--- config.mk ---
export PLATFORM = sky130hd
export DESIGN_NAME = spectrum_reader
export DESIGN_NICKNAME = d
export VERILOG_FILES = /design/src/rtl/spectrum_reader.sv
export SDC_FILE = /design/constraint.sdc
export NUM_CORES = 1
export LEC_CHECK = 0
export CELL_PAD_IN_SITES_DETAIL_PLACEMENT = 1
export CELL_PAD_IN_SITES_GLOBAL_PLACEMENT = 1
export CORE_AREA = 2 2 149 151
export DETAILED_ROUTE_END_ITERATION = 6
export DIE_AREA = 0 0 151 153
export PLACE_DENSITY_LB_ADDON = 0.25
export SLEW_MARGIN = 40
export SYNTH_ARGS = -nofsm -noshare
export SYNTH_HDL_FRONTEND = slang
export SYNTH_SLANG_ARGS = --single-unit
--- constraint.sdc ---
create_clock -name clk -period 8 [get_ports clk]
set_input_delay 1.2 -clock clk [delete_from_list [all_inputs] [get_ports clk]]
set_output_delay 1.2 -clock clk [all_outputs]
set_load 0.02 [all_outputs]
--- src/rtl/spectrum_reader.sv ---
// spectrum_reader: drains FFT re/im pairs from SDRAM, streams alpha-max-plus-beta-min bin magnitudes; define SPECTRUM_READER_PEAK_EN for per-frame peak tracking
module spectrum_reader #(
  parameter int          NUM_BINS  = 512,
  parameter logic [31:0] RE_BASE   = 32'h4000,
  parameter logic [31:0] IM_BASE   = 32'h5000,
  parameter int          MAG_SHIFT = 8
) (
  input  logic        clk,
  input  logic        rst_n,
  input  logic [3:0]  slave_address,
  input  logic        slave_read,
  input  logic        slave_write,
  input  logic [31:0] slave_writedata,
  output logic [31:0] slave_readdata,
  output logic        slave_waitrequest,
  output logic [31:0] master_address,
  output logic        master_read,
  input  logic        master_waitrequest,
  input  logic [31:0] master_readdata,
  input  logic        master_readdatavalid,
  output logic        bin_valid,
  input  logic        bin_ready,
  output logic [9:0]  bin_index,
  output logic [15:0] bin_mag
);
  typedef enum logic [2:0] {IDLE, REQ_RE, WAIT_RE, REQ_IM, WAIT_IM, EMIT, DONE} state_t;
  state_t state, state_nxt;
  logic [9:0] idx;
  logic [31:0] re, a, b, mx, mn, peak_word;
  logic [32:0] raw, shifted;
  logic [15:0] mag;
  logic busy, done, start, last, unused_ok;
  function automatic logic [31:0] abs32(input logic [31:0] x);
    return x == 32'h8000_0000 ? 32'h7FFF_FFFF : (x[31] ? -x : x);
  endfunction
  assign start = slave_write && slave_address == 4'd0;
  assign last = idx == 10'(NUM_BINS - 1);
  assign unused_ok = ^slave_writedata;
  assign slave_waitrequest = 1'b0;
  assign master_read = state == REQ_RE || state == REQ_IM;
  assign master_address = (state == REQ_IM ? IM_BASE : RE_BASE) + {20'b0, idx, 2'b00};
  assign bin_valid = state == EMIT;
  assign bin_index = idx;
  assign slave_readdata = !slave_read ? 32'd0 :
                          slave_address == 4'd1 ? {30'b0, done, busy} :
                          slave_address == 4'd2 ? peak_word : 32'd0;
  // -2^31 has no positive twin, so abs32 clamps it to 2^31-1
  always_comb begin
    a = abs32(re);
    b = abs32(master_readdata);
    mx = a > b ? a : b;
    mn = a > b ? b : a;
    raw = {1'b0, mx} + {2'b0, mn[31:1]};
    shifted = raw >> MAG_SHIFT;
    mag = |shifted[32:16] ? 16'hFFFF : shifted[15:0];
  end
  always_comb begin
    state_nxt = state;
    case (state)
      IDLE:    state_nxt = start ? REQ_RE : IDLE;
      REQ_RE:  state_nxt = master_waitrequest ? REQ_RE : WAIT_RE;
      WAIT_RE: state_nxt = master_readdatavalid ? REQ_IM : WAIT_RE;
      REQ_IM:  state_nxt = master_waitrequest ? REQ_IM : WAIT_IM;
      WAIT_IM: state_nxt = master_readdatavalid ? EMIT : WAIT_IM;
      EMIT:    state_nxt = !bin_ready ? EMIT : (last ? DONE : REQ_RE);
      default: state_nxt = IDLE;
    endcase
  end
  always_ff @(posedge clk or negedge rst_n) begin
    if (!rst_n) begin
      state <= IDLE;
      idx <= '0;
      re <= '0;
      bin_mag <= '0;
      busy <= 1'b0;
      done <= 1'b0;
    end else begin
      state <= state_nxt;
      if (state == IDLE && start) begin
        idx <= '0;
        busy <= 1'b1;
        done <= 1'b0;
      end
      if (state == WAIT_RE && master_readdatavalid) re <= master_readdata;
      if (state == WAIT_IM && master_readdatavalid) bin_mag <= mag;
      if (state == EMIT && bin_ready && !last) idx <= idx + 10'd1;
      if (state == DONE) begin
        busy <= 1'b0;
        done <= 1'b1;
      end
    end
  end
`ifdef SPECTRUM_READER_PEAK_EN
  logic [15:0] peak_mag;
  logic [9:0] peak_idx;
  // strict compare keeps the earliest bin on ties
  always_ff @(posedge clk or negedge rst_n) begin
    if (!rst_n) begin
      peak_mag <= '0;
      peak_idx <= '0;
    end else if (state == IDLE && start) begin
      peak_mag <= '0;
      peak_idx <= '0;
    end else if (state == EMIT && bin_ready && bin_mag > peak_mag) begin
      peak_mag <= bin_mag;
      peak_idx <= idx;
    end
  end
  assign peak_word = {6'b0, peak_idx, peak_mag};
`else
  assign peak_word = 32'd0;
`endif
endmodule

==> After elaboration in Yosys (flattened, before gate mapping) <==
Cells that the tools add are included.
{ "classes": {"n_addsub": 5, "magnitude_cmp": 1, "eq_ne": 10, "mux": 24, "reduce_logical": 13} }
{ "ops": {"columns": ["operator", "n"], "rows": [
  ["two-way mux 32 bit", 6],
  ["equality test 32 bit (second input constant)", 2],
  ["negator 32 bit", 2],
  ["adder 32 x 31 -> 33 bit", 1],
  ["greater-than comparator 32 bit", 1],
  ["two-way mux 10 bit", 2],
  ["case mux 3 bit (6 select lines)", 1],
  ["adder 15 x 12 -> 16 bit", 1],
  ["two-way mux 16 bit", 1],
  ["two-way mux 13 bit", 1],
  ["adder 10 x 1 -> 10 bit (second input constant)", 1],
  ["equality test 10 x 9 -> 1 bit (second input constant)", 1],
  ["equality test 3 bit (second input constant)", 3],
  ["two-way mux 3 bit", 3],
  ["OR reduction 9 bit", 1],
  ["two-way mux 1 bit", 7],
  ["equality test 3 x 2 -> 1 bit (second input constant)", 2],
  ["logical AND 1 bit", 6],
  ["two-way mux 2 bit", 3],
  ["equality test 4 x 1 -> 1 bit (second input constant)", 1],
  ["logical NOT 4 bit", 1],
  ["nonzero test 2 bit", 2],
  ["equality test 3 x 1 -> 1 bit (second input constant)", 1],
  ["logical NOT 3 bit", 1],
  ["other kinds (2)", 2]
]} }
{ "totals": {"reg_bits": 63, "input_bits": 75} }

==> Logic depth before layout (Yosys ltp) <==
{ "depth": {"ltp_word": 8, "depth_mapped": 33} }

==> Worst setup path after synthesis <==
No wires, ideal clock.
{ "synth_path": {"path_type": "input to register", "startpoint": "input port master_readdata[9]", "endpoint": "register bin_mag[10]", "setup_ps": 141, "t_arrival_ps": 8095, "required_ps": 7859, "path_slack_ps": -236, "path_stages": 32, "path_buffers": 4, "path_cell_list": "or4_1 > or3_4 > nor3_1 > nand2_1 > or3_1 > o31ai_1 > xnor2_1 > nor2_1 > ha_1 > nand4_1 > nor4_1 > nor2b_1 > o31ai_1 > nand2_1 > buf_1 > buf_1 > nor2_1 > a21oi_1 > ha_1 > clkbuf_1 > a22oi_1 > o211ai_1 > nor4_1 > o31a_1 > mux2_2 > o211ai_1 > mux2_2 > o31a_1 > o2111ai_1 > nor4_4 > buf_6 > a31oi_1"} }
{ "synth_between": {"elab_chain_cells": 8, "elab_cells_between_ends": 10, "classes_between": "add/sub (2); order compare (1); eq/ne (1); mux (5); reduce/logical (1)"} }
{ "synth_lines": {"columns": ["item", "line_no", "text"], "rows": [
  ["start: declaration", "19", "input logic [31:0] master_readdata,"],
  ["negator 32 bit", "34", "return x == 32'h8000_0000 ? 32'h7FFF_FFFF : (x[31] ? -x : x);"],
  ["two-way mux 32 bit", "34", null],
  ["two-way mux 32 bit (*)", "34", null],
  ["greater-than comparator 32 bit", "51, 52", null],
  ["two-way mux 32 bit, on equally long branches", "51, 52", null],
  ["adder 32 x 31 -> 33 bit (*)", "53", "raw = {1'b0, mx} + {2'b0, mn[31:1]};"],
  ["OR reduction 9 bit", "55", "mag = |shifted[32:16] ? 16'hFFFF : shifted[15:0];"],
  ["two-way mux 16 bit (*)", "55", null],
  ["end signal: assignment", "85", "if (state == WAIT_IM && master_readdatavalid) bin_mag <= mag;"],
  ["end: declaration", "24", "output logic [15:0] bin_mag"]
]} }
Mark *: on every way between the ends. The rest lies on a longest branch, timed or not.
A chain may end at the register's enable or synchronous reset.

==> Worst setup path after layout <==
{ "layout_path": {"startpoint": "input port master_readdata[11]", "endpoint": "register bin_mag[0]"} }
Same word-level chain as after synthesis.

==> impl_metrics.toml <==
[outcome]
status = "finished, final reports clean"

[floorplan]
row_count = 54
pin_count = 168
dieHeight_um = 153
die_w_um = 151
die-area_mm2 = 0.0231
start_util_pct = 38.4
core_mm2 = 0.0215

[worst_setup_path]
required_ps = 8220
reg2reg_from = "re[8]$_DFFE_PN0P_"
reg2reg_slack_ps = 350
critPathTopFamily = "simple AND/OR/NAND/NOR gates"
rr_worst_depth = 31
crit_type = "primary input to flip-flop"
crit_path_max_incr_delay_ps = 560
worst_ep_arrival_time_ps = 7930
startpoint_type = "primary input"
crit_cells = 33
slowest_stage = "or4_4"
cp-endpoint = "bin_mag[0]$_DFFE_PN0P_"
critPathLaunch = "master_readdata[11]"
cp_num_buf_inv = 6
cp-end-kind = "flip-flop"
path_max_fanout = 8
r2r_end = "bin_mag[0]$_DFFE_PN0P_"

[grt]
grt_max_degree = 64
grt_first_pass_wirelength_um = 46500
gr-total-overflow = 0
first_global_vias = 9122
grtUsageTotal_pct = 25.0
antenna_found_initial = 0

[clock_network]
clk_pin_slew_ps = 70
root_buffer = "clkbuf_16"
cts_buffer_depth = 2
clk_latency_ps = 360
htree_levels = 3
cts_sinks = 63
cts-buffers-inserted = 9
cts_tree = "built"
hold_buffers = 0

[timing]
hold_viol = 0
skew_ps = 12.6
max_freq_mhz = 130
min_period_ps = 7700
worst_pin_slew_ps = 839
worst_slack_ps = 295
relSlewSlack_pct = 43.3
whs_ps = 510
setup_violations = 0
fin_crit_sh_pct = 96.3
report.final.slew_viol_count = 0

[place]
pre_cts_ws_ps = -675
dp_hpwl_um = 23400
gp_congestion = 0.840
port_buffers = 83
dp_cells = 1650

[yosys]
synth_area_mm2 = 0.00826
yosysSeqAreaShare_pct = 19.1
synth.area.top_cells = "dfrtp_1 19%, ha_1 9.8%, nor2_1 7.2%"
ys_seq_elements = 63
netlist.top_cell.by_area = "dfrtp_1"
yosysUniqueCellTypes = 73
netlist_instances = 1121
yosysTopAreaCellShare_pct = 19.1
synthFlopType = "dfrtp_1"
synthArstFlopShare_pct = 100
avgSynthCellArea_um2 = 7.37
yosys_warnings = 0
synth_edf_count = 0

[final_layout]
multi_input_area_mm2 = 0.00644
drive_gt1_share_pct = 26.2
syn2layout_area_growth_pct = 40.3
nNetsFinal = 1542
final_cells = 1687
layout_common_cells = "241 x buf_4, 151 x nor2_1, 116 x nand2_1"
regArea_mm2 = 0.00158
n_antenna_cell = 0
mostFrequentLayoutCell = "buf_4"
fillers = 2712

[routing]
viasPerCell = 5.50
wl_per_cell_um = 17.9
drt_iter0_markers = 345
ant_nets = 0
drc = 0
drtPass1Iterations = 6
vias = 9274
wl_um = 30200

[worst_hold_path]
hp-class = "flip-flop to flip-flop"

[run]
maxCapViolations = 0
[synthesized netlist by cell type, types with 8 or more instances]
cell / number
or4_1: 8
o31a_1: 8
nor3_1: 20
inv_1: 21
and3_1: 11
nand3_1: 22
o31ai_1: 21
o21bai_1: 8
xnor2_1: 36
dfrtp_1: 63
o21ai_0: 70
nand2_1: 118
nand4_1: 22
nor2_1: 158
mux2i_1: 9
a31oi_1: 21
ha_1: 65
a21oi_1: 102
nand2b_1: 10
buf_4: 63
xor2_1: 35
a21o_1: 26
and2_1: 8
nor4_1: 10
clkbuf_1: 49
mux2_2: 33
[logic make-up (layout without fill, tap and decap cells)]
| group | after synthesis | count (layout) | share of synthesized area [%] |
|---|---|---|---|
| AOI/OAI and AO/OA | 314 | 314 | 24.1 |
| xor gates and xnor gates | 72 | 72 | 7.73 |
| adders and majority gates | 65 | 65 | 9.85 |
| buffers and inverters | 138 | 373 | 9.23 |
| DFF | 63 | 63 | 19.1 |
| muxes | 42 | 42 | 5.59 |
| other | 2 | 52 | 0.0909 |
| and+or+nand+nor | 425 | 426 | 24.3 |
[worst min-delay path: stages (launching register included)]
cell,delay (ps)
dfrtp_1,350
nand2_1,50
o21ai_0,70
[sequential cells by signal (all words and copies together), names as in the netlist]
| name | flops |
|---|---|
| bin_index | 10 |
| bin_mag | 16 |
| busy | 1 |
| done | 1 |
| re | 32 |
| state | 3 |
[final cells by class]
class | count | share of cell area [%]
Multi-Input combinational cell | 971 | 55.6
Timing Repair Buffer | 336 | 24.5
Clock buffer | 10 | 2.06
Tap cell | 280 | 3.02
Inverter | 21 | 0.680
Clock inverter | 6 | 0.594
Sequential cell | 63 | 13.6
[stage by stage]
| stage | setup TNS, ps | cell area (µm²) | util (%) |
|---|---|---|---|
| finish | 0 | 11600 | 53.9 |
| CTS | 0 | 11100 | 51.8 |
| global placement | -8030 | 10800 | 50.1 |
| global route | -1490 | 11600 | 53.9 |
| floorplan | 0 | 8470 | - |
| detailed placement | -10540 | 10800 | 50.1 |
[worst min path at each step]
stage	cells after the start	slack, ps	startpoint	to
6_report	2	510	done$_DFFE_PN0P_	done$_DFFE_PN0P_
2_1_floorplan	2	440	done$_DFFE_PN0P_	done$_DFFE_PN0P_
3_3_place_gp	2	470	done$_DFFE_PN0P_	done$_DFFE_PN0P_
3_5_place_dp	2	520	done$_DFFE_PN0P_	done$_DFFE_PN0P_
4_1_cts	2	530	done$_DFFE_PN0P_	done$_DFFE_PN0P_
5_1_grt	2	570	bin_mag[12]$_DFFE_PN0P_	bin_mag[12]$_DFFE_PN0P_
[metal layers]
| layer | vias up | track usage (%) | wire length, µm |
|---|---|---|---|
| met3 | 40 | 3.58 | 1090 |
| met2 | 217 | 43.0 | 15000 |
| met5 | - | 0 | 0 |
| li1 | 4503 | - | - |
| met4 | 0 | 6.19 | 598 |
| met1 | 4514 | 32.6 | 13400 |
[repair_timing]
action,in CTS,in global routing
gates cloned,0,3
resized for setup,7,64
buffers inserted,2,16
setup endpoints to repair,16,16
pin swaps,7,30
Power is left out: the tool's default activity adds up to more than one toggle a clock period on the data nets, which glitch-free logic cannot reach.
